[src/rtl/hex_disp_mux.sv]
// hex_disp_mux: scanned, double-buffered hex driver for common-anode 7-segment digits.
// Define HEX_DISP_MUX_DP_EN to add the double-buffered decimal-point mask and dp output.
module hex_disp_mux #(
  parameter int DIGITS    = 4,
  parameter int SCAN_DIV  = 1000,
  parameter int BLANK_CYC = 16,
  parameter int BLINK_DIV = 64
) (
  input  logic                  clk,
  input  logic                  rst_n,
  input  logic [4*DIGITS-1:0]   data,
  input  logic                  load,
  input  logic                  blank_lz,
  input  logic [DIGITS-1:0]     blink_mask,
`ifdef HEX_DISP_MUX_DP_EN
  input  logic [DIGITS-1:0]     dp_mask,
  output logic                  dp,
`endif
  output logic [6:0]            seg,
  output logic [DIGITS-1:0]     an,
  output logic                  frame
);
  localparam int CW = $clog2(SCAN_DIV);
  localparam int IW = DIGITS > 1 ? $clog2(DIGITS) : 1;
  localparam int FW = BLINK_DIV > 1 ? $clog2(BLINK_DIV) : 1;
  localparam logic [6:0] GLYPH [16] = '{7'h40, 7'h79, 7'h24, 7'h30, 7'h19, 7'h12, 7'h02, 7'h78,
                                        7'h00, 7'h10, 7'h08, 7'h03, 7'h46, 7'h21, 7'h06, 7'h0E};
  logic [4*DIGITS-1:0] r_pend, r_shadow;
  logic [CW-1:0]       r_cnt;
  logic [IW-1:0]       r_idx;
  logic [FW-1:0]       r_fcnt;
  logic                r_phase, r_frame;
  logic [6:0]          r_seg;
  logic [DIGITS-1:0]   r_an;
  logic                w_slot_end, w_frame_end, w_fwrap, w_win, w_lz, w_blink;
  logic [3:0]          w_nib;
  assign w_slot_end  = r_cnt == CW'(SCAN_DIV - 1);
  assign w_frame_end = w_slot_end && r_idx == IW'(DIGITS - 1);
  assign w_fwrap     = r_fcnt == FW'(BLINK_DIV - 1);
  assign w_win       = r_cnt >= CW'(BLANK_CYC);
  assign w_blink     = blink_mask[r_idx] && r_phase;
  // z accumulates "all nibbles from the top down to i are zero"; digit 0 is never checked
  always_comb begin : sel
    logic z;
    z     = 1'b1;
    w_lz  = 1'b0;
    w_nib = r_shadow[3:0];
    for (int i = DIGITS - 1; i > 0; i--) begin
      z = z && (r_shadow[4*i +: 4] == 4'h0);
      if (r_idx == IW'(i)) begin
        w_lz  = z;
        w_nib = r_shadow[4*i +: 4];
      end
    end
  end
  always_ff @(posedge clk or negedge rst_n) begin
    if (!rst_n) begin
      r_pend   <= '0;
      r_shadow <= '0;
      r_cnt    <= '0;
      r_idx    <= '0;
      r_fcnt   <= '0;
      r_phase  <= 1'b0;
      r_frame  <= 1'b0;
      r_seg    <= 7'h7F;
      r_an     <= '1;
    end else begin
      if (load) r_pend <= data;
      r_cnt <= w_slot_end ? '0 : r_cnt + 1'b1;
      if (w_slot_end) r_idx <= r_idx == IW'(DIGITS - 1) ? '0 : r_idx + 1'b1;
      r_frame <= w_frame_end;
      if (w_frame_end) begin
        r_shadow <= r_pend;
        r_fcnt   <= w_fwrap ? '0 : r_fcnt + 1'b1;
        if (w_fwrap) r_phase <= ~r_phase;
      end
      r_an  <= w_win ? ~(DIGITS'(1) << r_idx) : '1;
      r_seg <= (!w_win || (blank_lz && w_lz) || w_blink) ? 7'h7F : GLYPH[w_nib];
    end
  end
  assign seg   = r_seg;
  assign an    = r_an;
  assign frame = r_frame;
`ifdef HEX_DISP_MUX_DP_EN
  logic [DIGITS-1:0] r_dp_pend, r_dp_shadow;
  logic              r_dp;
  // dp follows blink blanking but ignores leading-zero blanking
  always_ff @(posedge clk or negedge rst_n) begin
    if (!rst_n) begin
      r_dp_pend   <= '0;
      r_dp_shadow <= '0;
      r_dp        <= 1'b1;
    end else begin
      if (load) r_dp_pend <= dp_mask;
      if (w_frame_end) r_dp_shadow <= r_dp_pend;
      r_dp <= !(w_win && r_dp_shadow[r_idx] && !w_blink);
    end
  end
  assign dp = r_dp;
`endif
endmodule

[config.mk]
export PLATFORM = sky130hd
export DESIGN_NAME = hex_disp_mux
export DESIGN_NICKNAME = d
export VERILOG_FILES = /design/src/rtl/hex_disp_mux.sv
export SDC_FILE = /design/constraint.sdc
export NUM_CORES = 1
export LEC_CHECK = 0
export CAP_MARGIN = 15
export CORE_MARGIN = 2
export CORE_UTILIZATION = 50
export DETAILED_ROUTE_END_ITERATION = 7
export GPL_TIMING_DRIVEN = 0
export HOLD_SLACK_MARGIN = 0.15
export PLACE_DENSITY_LB_ADDON = 0.15
export RECOVER_POWER = 25
export SKIP_LAST_GASP = 1
export SYNTH_ARGS = -nofsm -noshare
export SYNTH_HDL_FRONTEND = slang
export SYNTH_SLANG_ARGS = --single-unit
export TNS_END_PERCENT = 100
[constraint.sdc]
create_clock -name clk -period 5.2 [get_ports clk]
set_input_delay 1.04 -clock clk [delete_from_list [all_inputs] [get_ports clk]]
set_output_delay 1.04 -clock clk [all_outputs]
set_load 0.01 [all_outputs]
==> results of run 1 <==
## Yosys cell counts, drive strengths merged (2+ instances only)
cell type	instances
nand2	75
dfrtp	52
mux2	17
o21ai	16
ha	14
nor2	12
dfstp	11
buf	10
inv	10
nand3	7
and3	6
mux2i	6
xnor2	6
clkbuf	4
a21oi	3
nand4	3
nor4	3
o211ai	3
o31ai	3
nor2b	2
nor3	2
nor3b	2
o221a	2
xor2	2
## area by class of cell
| class | instances | share of cell area, % |
|---|---|---|
| plain buffers | 14 | 2.25 |
| repair buffers | 35 | 9.63 |
| clock buffers | 11 | 3.84 |
| multi-input cells | 201 | 35.2 |
| flip-flops and latches | 63 | 43.2 |
| well taps | 75 | 2.55 |
| inverters | 10 | 1.02 |
| clock inverters | 5 | 2.21 |
## routing by layer
metal  up-vias  share of wire (%)
met3         6                3.9
met2        51                 49
met5         -                  0
met4         0                1.2
met1      1049                 46
li1       1066                  -
## sequential cells by signal (all words and copies together) (netlist names)
signal and cells:
r_pend 16, r_shadow 16, r_cnt 10, seg 7
r_fcnt 6, an 4, r_idx 2, frame 1
r_phase 1
## how the worst max path moves through the flow
stage | from | endpoint
after floorplan | r_idx[0]$_DFFE_PN0N_ | seg[0]$_DFF_PN1_
after global placement | rst_n | r_pend[0]$_DFFE_PN0P_
after detailed placement | r_idx[0]$_DFFE_PN0N_ | seg[0]$_DFF_PN1_
after CTS | r_idx[0]$_DFFE_PN0N_ | seg[0]$_DFF_PN1_
after global routing | r_idx[1]$_DFFE_PN0N_ | seg[0]$_DFF_PN1_
final | r_idx[0]$_DFFE_PN0N_ | seg[0]$_DFF_PN1_
## cells by family after synthesis
kind of cell / count (synthesis) / synth area share (%)
fa+ha+maj: 14 / 5.83
simple gates: 117 / 17.1
xor+xnor: 8 / 2.33
mux: 24 / 9.24
flops: 63 / 52.9
compound gates: 38 / 8.66
buf+inv: 24 / 3.99
## worst max-delay path, stage by stage, from the launching register on
cell	delay (ns)
sky130_fd_sc_hd__dfrtp_1	0.47
sky130_fd_sc_hd__ha_1	0.24
sky130_fd_sc_hd__buf_4	0.16
sky130_fd_sc_hd__mux2i_1	0.15
sky130_fd_sc_hd__a221oi_1	0.65
sky130_fd_sc_hd__inv_1	0.19
sky130_fd_sc_hd__ha_1	0.33
sky130_fd_sc_hd__mux2_4	0.29
sky130_fd_sc_hd__o22ai_1	0.12
sky130_fd_sc_hd__nand2_1	0.07
## through the flow
stage                     instance area (um^2)  cells  hold WS (ns)  power (uW)
after global routing                      3680    414         0.500        1070
after floorplan                           3010    288         0.435         532
after detailed placement                  3460    398         0.452         564
after global placement                    3440    397         0.448         561
after CTS                                 3680    414         0.473        1040
final                                     3680    414         0.472        1020
## power by group through the flow
stage | sequential, uW | combinational (uW) | clock (uW)
after floorplan | 516 | 16.1 | 0
after global placement | 518 | 42.8 | 0
after detailed placement | 518 | 45.5 | 0
after CTS | 509 | 45.7 | 485
after global routing | 510 | 49.4 | 507
final | 510 | 44.5 | 470
==> impl_summary.txt, run 1 <==
----------------------------------------------------
[Critical path]
  Type of the worst setup path ... register to register
  Worst-path fanout max ... 6
  Count of cells along the worst register-to-register path ... 9
  CP Capture Type ... register
  Startpoint of the most critical register-to-register path ... r_idx[0]$_DFFE_PN0N_
  Destination of the worst register-to-register timing path ... seg[0]$_DFF_PN1_
  CP Launch Type ... register
  Worst endpoint required time ... approximately 5.5 ns
  Reg2reg setup slack ... ~2.5 ns
  Endpoint arrival time on the critical path ... between 3 and 4 ns

[STA]
  Max Clk Rate ... approximately 360 MHz
  Slew HR ... -26.3%
  Final Critical Period ... 2.74 ns
  Setup Skew ... 0.00819 ns
  Setup repair after global routing missed its margin ... no
  Setup slack after layout ... around 2.5 ns
  Transition at the pin with the smallest max-transition slack ... 1.89 ns
  # setup viols final ... 0
  Final period utilization ... roughly 53%
  Final Slew Violations ... 35
  Fin Setup TNS ... 0 ns
  Final number of hold-violating endpoints ... 0

[Floorplan]
  Area of the placeable core ... slightly below 6000 um^2
  Floorplan die width ... 81.5 um
  Initial Util ... 51.4%
  Total die area ... 6650 um^2
  I/O pin count ... 36
  Die Span Y ... just over 80 um
  Site row count ... 28

[Finish]
  Number of nets in the final layout ... 372
  Diode count ... 0
  Commonest cells after routing, fill and taps aside ... sky130_fd_sc_hd__nand2_1 (75), sky130_fd_sc_hd__dfrtp_1 (52), sky130_fd_sc_hd__clkdlybuf4s50_1 (33)
  Multi-input gate area in the final layout ... roughly 1300 um^2
  Leading cell type in the layout, fill and taps excluded ... sky130_fd_sc_hd__nand2_1
  Ratio of cells with drive above 1 in the final layout ... 17.7%
  Sequential standard cell area ... 1590 um^2
  Growth of design area from synthesis to finish ... 22.3%
  Number of fill cells ... between 400 and 500
  Core utilization of the finished layout ... a little over three fifths

[Clocking]
  Max clock buf depth ... 2
  Sink count of the clock tree ... 63
  Reg clk slew, reported paths ... 0.07 ns
  Post-CTS Setup Repair Bufs ... 0
  Skew-Pair Late Insertion Delay ... 0.34 ns
  CTS H-Tree Depth ... 3
  Total CTS buffers ... 9
  Number of hold buffers added after CTS ... 0
  Post-CTS resize count ... 0
  TritonCTS clock tree ... done
  Buffer type at the clock tree root ... sky130_fd_sc_hd__clkbuf_8

[Worst hold path]
  Startpoint of the tightest hold check path ... r_phase$_DFFE_PN0P_
  Min-Delay Path Depth ... 1
  Class of the tightest hold or removal check ... register to register
  Sink of the worst hold path ... r_phase$_DFFE_PN0P_

[Synth]
  Share of flip-flops with an asynchronous set or reset ... between 90% and 100%
  Number of standard cells after synthesis ... around 290
  Syn Area/Cell ... between 10 and 15 um^2
  Most used DFF post-synth ... sky130_fd_sc_hd__dfrtp_1
  Yosys warning total ... 0
  Synth cell types ... 47
  Synth Cell Area ... ~3000 um^2
  Most area-hungry cell type in the Yosys netlist ... sky130_fd_sc_hd__dfrtp_1
  Sequential element share of the synthesized area ... between 50% and 60%
  Register bit total from synthesis ... 63
  Post-synth top area share ... 43.3%
  Post-synth EDFFs ... 0
  Net count after synthesis ... between 300 and 400
  Synth area leaders ... sky130_fd_sc_hd__dfrtp_1 (43%), sky130_fd_sc_hd__dfstp_2 (9.6%), sky130_fd_sc_hd__nand2_1 (9.4%), sky130_fd_sc_hd__mux2_2 (6.0%), sky130_fd_sc_hd__ha_1 (5.8%)

[Pwr]
  Internal power consumption ... between 800 and 900 uW
  Clock group share of total power ... between 40% and 50%
  Switching portion of total power ... around 20%
  Peak ir drop on the vdd network ... 177 uV
  Pwr Density ... between 200 and 300 nW/um^2
  Leakage power ... 0.00168 uW
  Logic gate share of total power ... around 4.3%
  Switch Pwr ... around 210 uW
  Flop pwr share ... approximately half

[Drt]
  Vias ... approximately 2.2k
  Avg Vias per Cell ... 5.25
  Iter 0 DRT Violations ... 74
  Remaining antenna violation count after routing ... 0
  Detailed Route WL ... roughly 5.7 mm
  Count of unresolved DRC violations after routing ... 0
  Detailed Routing Iterations Pass 1 ... 4
  Wire length per cell after detailed routing ... ~14 um

[Run]
  MaxCap Viol Count ... 1

[GRT]
  Gr busiest metal ... met2
  Via count of the first global-routing pass ... about 2.0k
  Maximum number of pins on one net before global-route repair ... 36
  Met2 routing resource usage after global routing ... roughly 30%
  Global-route met3 utilization ... between 5 and 6%
  Antenna violations before repair ... 0
  GR met1 Demand/Resource ... 25.0%
  GRT overflow ... 0
  Wire length of the first global-routing pass ... about 9.5 mm
  Gr usage total ... approximately a fifth

[Status]
  Run status ... finished with violations
  Failing checks ... capacitance limit, slew limit

[Placed design]
  Placement Setup Slack ... ~2.5 ns
  Quantity of I/O buffers inserted on ports ... 34
  Estimated wirelength of the detail-placed design ... 3.97 mm
  Gpl congestion ... ~0.83

----------------------------------------------------
Power figures use the tool's default switching activity.
==> inputs of run 2 (changes only) <==
==> constraint.sdc (replaced) <==
create_clock -name clk -period 2.9 [get_ports clk]
set_input_delay 0.58 -clock clk [delete_from_list [all_inputs] [get_ports clk]]
set_output_delay 0.58 -clock clk [all_outputs]
set_load 0.01 [all_outputs]
==> impl_summary.txt, run 2 (synthesis results as in run 1) <==
----------------------------------------------------
[Clocking]
  Buffer type at the clock tree root ... sky130_fd_sc_hd__clkbuf_8
  Total CTS buffers ... 9
  CTS H-Tree Depth ... 3
  Max clock buf depth ... 2
  Skew-Pair Late Insertion Delay ... roughly 0.34 ns
  Reg clk slew, reported paths ... ~0.070 ns
  Post-CTS Setup Repair Bufs ... 0
  Sink count of the clock tree ... 63
  Number of hold buffers added after CTS ... 0
  Post-CTS resize count ... 0
  TritonCTS clock tree ... done

[Critical path]
  Endpoint arrival time on the critical path ... roughly 2.8 ns
  Reg2reg setup slack ... slightly above 0.4 ns
  Peak per-stage delay on the critical path ... 0.47 ns
  Destination of the worst register-to-register timing path ... seg[0]$_DFF_PN1_
  Worst-path fanout max ... 6
  Worst endpoint required time ... ~3.2 ns
  CP Capture Type ... register
  CP Launch Type ... register
  CP top delay family ... compound AO/OA/AOI/OAI gates
  Critical path's most frequent cell ... sky130_fd_sc_hd__ha_1
  Count of cells along the worst register-to-register path ... 9
  Slowest library cell on the worst path ... sky130_fd_sc_hd__dfrtp_1
  Type of the worst setup path ... register to register
  Startpoint of the most critical register-to-register path ... r_idx[0]$_DFFE_PN0N_
  Cells along the critical path ... ha_1, buf_4, mux2i_1, a221oi_2, inv_1, ha_1, mux2_4, o22ai_1, nand2_1
  Number of buffer and inverter instances along the worst setup path ... 2

[Worst hold path]
  Min-Delay Path Depth ... 1
  Class of the tightest hold or removal check ... register to register
  Sink of the worst hold path ... r_phase$_DFFE_PN0P_
  Startpoint of the tightest hold check path ... r_phase$_DFFE_PN0P_

[GRT]
  Gr usage total ... between 10% and 20%
  Antenna violations before repair ... 0
  GRT overflow ... 0
  Wire length of the first global-routing pass ... ~9.5 mm
  Via count of the first global-routing pass ... 2031
  Maximum number of pins on one net before global-route repair ... 36

[Placed design]
  Area post-placement ... 3460 um^2
  Gpl congestion ... 0.825
  Estimated wirelength of the detail-placed design ... 3.97 mm
  Quantity of I/O buffers inserted on ports ... 34

[STA]
  Setup Skew ... 0.00810 ns
  # setup viols final ... 0
  Slew HR ... -26.8%
  Final period utilization ... 86.0%
  Final number of hold-violating endpoints ... 0
  Final Slew Violations ... 35
  Final Critical Period ... around 2.5 ns
  Setup repair after global routing missed its margin ... no
  Transition at the pin with the smallest max-transition slack ... 1.90 ns
  Max Clk Rate ... between 400 and 500 MHz

[Floorplan]
  I/O pin count ... 36
  Site row count ... 28
  Initial Util ... around 51%
  Die Span Y ... between 80 and 90 um
  Total die area ... 6650 um^2
  Floorplan die width ... ~80 um
  Area of the placeable core ... 5850 um^2

[Finish]
  Commonest cells after routing, fill and taps aside ... sky130_fd_sc_hd__nand2_1 (75), sky130_fd_sc_hd__dfrtp_1 (52), sky130_fd_sc_hd__clkdlybuf4s50_1 (33)
  Diode count ... 0
  Largest regs ... r_pend: 16 flops, r_shadow: 16 flops, r_cnt: 10 flops
  Core utilization of the finished layout ... 63.0%
  Ratio of cells with drive above 1 in the final layout ... between 10% and 20%
  Growth of design area from synthesis to finish ... 22.5%
  Summed area of non-filler cells in the final layout ... approximately 3700 um^2
  Leading cell type in the layout, fill and taps excluded ... sky130_fd_sc_hd__nand2_1
  Multi-input gate area in the final layout ... about 1300 um^2
  Sequential standard cell area ... roughly 1600 um^2
  Number of nets in the final layout ... roughly 370
  Number of fill cells ... between 400 and 500

[Pwr]
  Pwr Density ... about 500 nW/um^2
  Leakage power ... between 0.0015 and 0.002 uW
  Power consumption ... 1840 uW
  Peak ir drop on the vdd network ... between 300 and 400 uV

[Run]
  MaxCap Viol Count ... 1

[Status]
  Run status ... finished with violations
  Failing checks ... capacitance limit, slew limit

[Drt]
  Remaining antenna violation count after routing ... 0
  Detailed Routing Iterations Pass 1 ... 5
  Iter 0 DRT Violations ... between 70 and 80
  Detailed Route WL ... roughly 5.7 mm
  Avg Vias per Cell ... approximately 5.3
  Wire length per cell after detailed routing ... 13.7 um
  Vias ... around 2.2k
  Count of unresolved DRC violations after routing ... 0

----------------------------------------------------
[run 2: cell types whose count changed in the layout (fill, tap and decap cells not counted)]
cell	before	now
sky130_fd_sc_hd__a221oi_1	1	0
sky130_fd_sc_hd__a221oi_2	0	1
[run 2: cell type report]
type                    count  area share [%]
repair buffers             35            9.61
clock buffers              11            3.84
well taps                  75            2.55
multi-input cells         201            35.4
inverters                  10            1.02
clock inverters             5            2.21
plain buffers              14            2.24
flip-flops and latches     63            43.2
[run 2: how the worst max path moves through the flow]
stage / slack (ns) / to / from / cells after the start
finish: 0.41 / seg[0]$_DFF_PN1_ / r_idx[0]$_DFFE_PN0N_ / 9
global route: 0.18 / seg[0]$_DFF_PN1_ / r_idx[1]$_DFFE_PN0N_ / 10
CTS: 0.10 / seg[0]$_DFF_PN1_ / r_idx[0]$_DFFE_PN0N_ / 9
detailed placement: 0.17 / seg[0]$_DFF_PN1_ / r_idx[0]$_DFFE_PN0N_ / 9
global placement: -0.75 / r_pend[0]$_DFFE_PN0P_ / rst_n / 1
floorplan: 0.53 / seg[0]$_DFF_PN1_ / r_idx[0]$_DFFE_PN0N_ / 9
[run 2: stage by stage]
step                setup WS, ns  hold slack, ns  TNS (ns)  cells
floorplan                  0.529           0.284         0    288
global placement          -0.746           0.448    -39.17    397
detailed placement         0.173           0.452         0    398
CTS                        0.103           0.325         0    414
global route               0.182           0.500         0    414
finish                     0.406           0.472         0    414
[run 2: layer usage]
layer / up-vias / part of all wire (%) / global-route usage, %
met1: 1062 / 46 / 25.0
met2: 54 / 48 / 30.6
met3: 10 / 4.8 / 5.60
li1: 1069 / - / -
met4: 0 / 1.7 / 7.63
met5: - / 0 / 0
[run 2: where the power goes]
group | internal, uW | switching, uW | total [uW]
Clock | 507 | 337 | 844
Sequential | 902 | 12.0 | 914
Combinational | 49.3 | 30.4 | 79.8
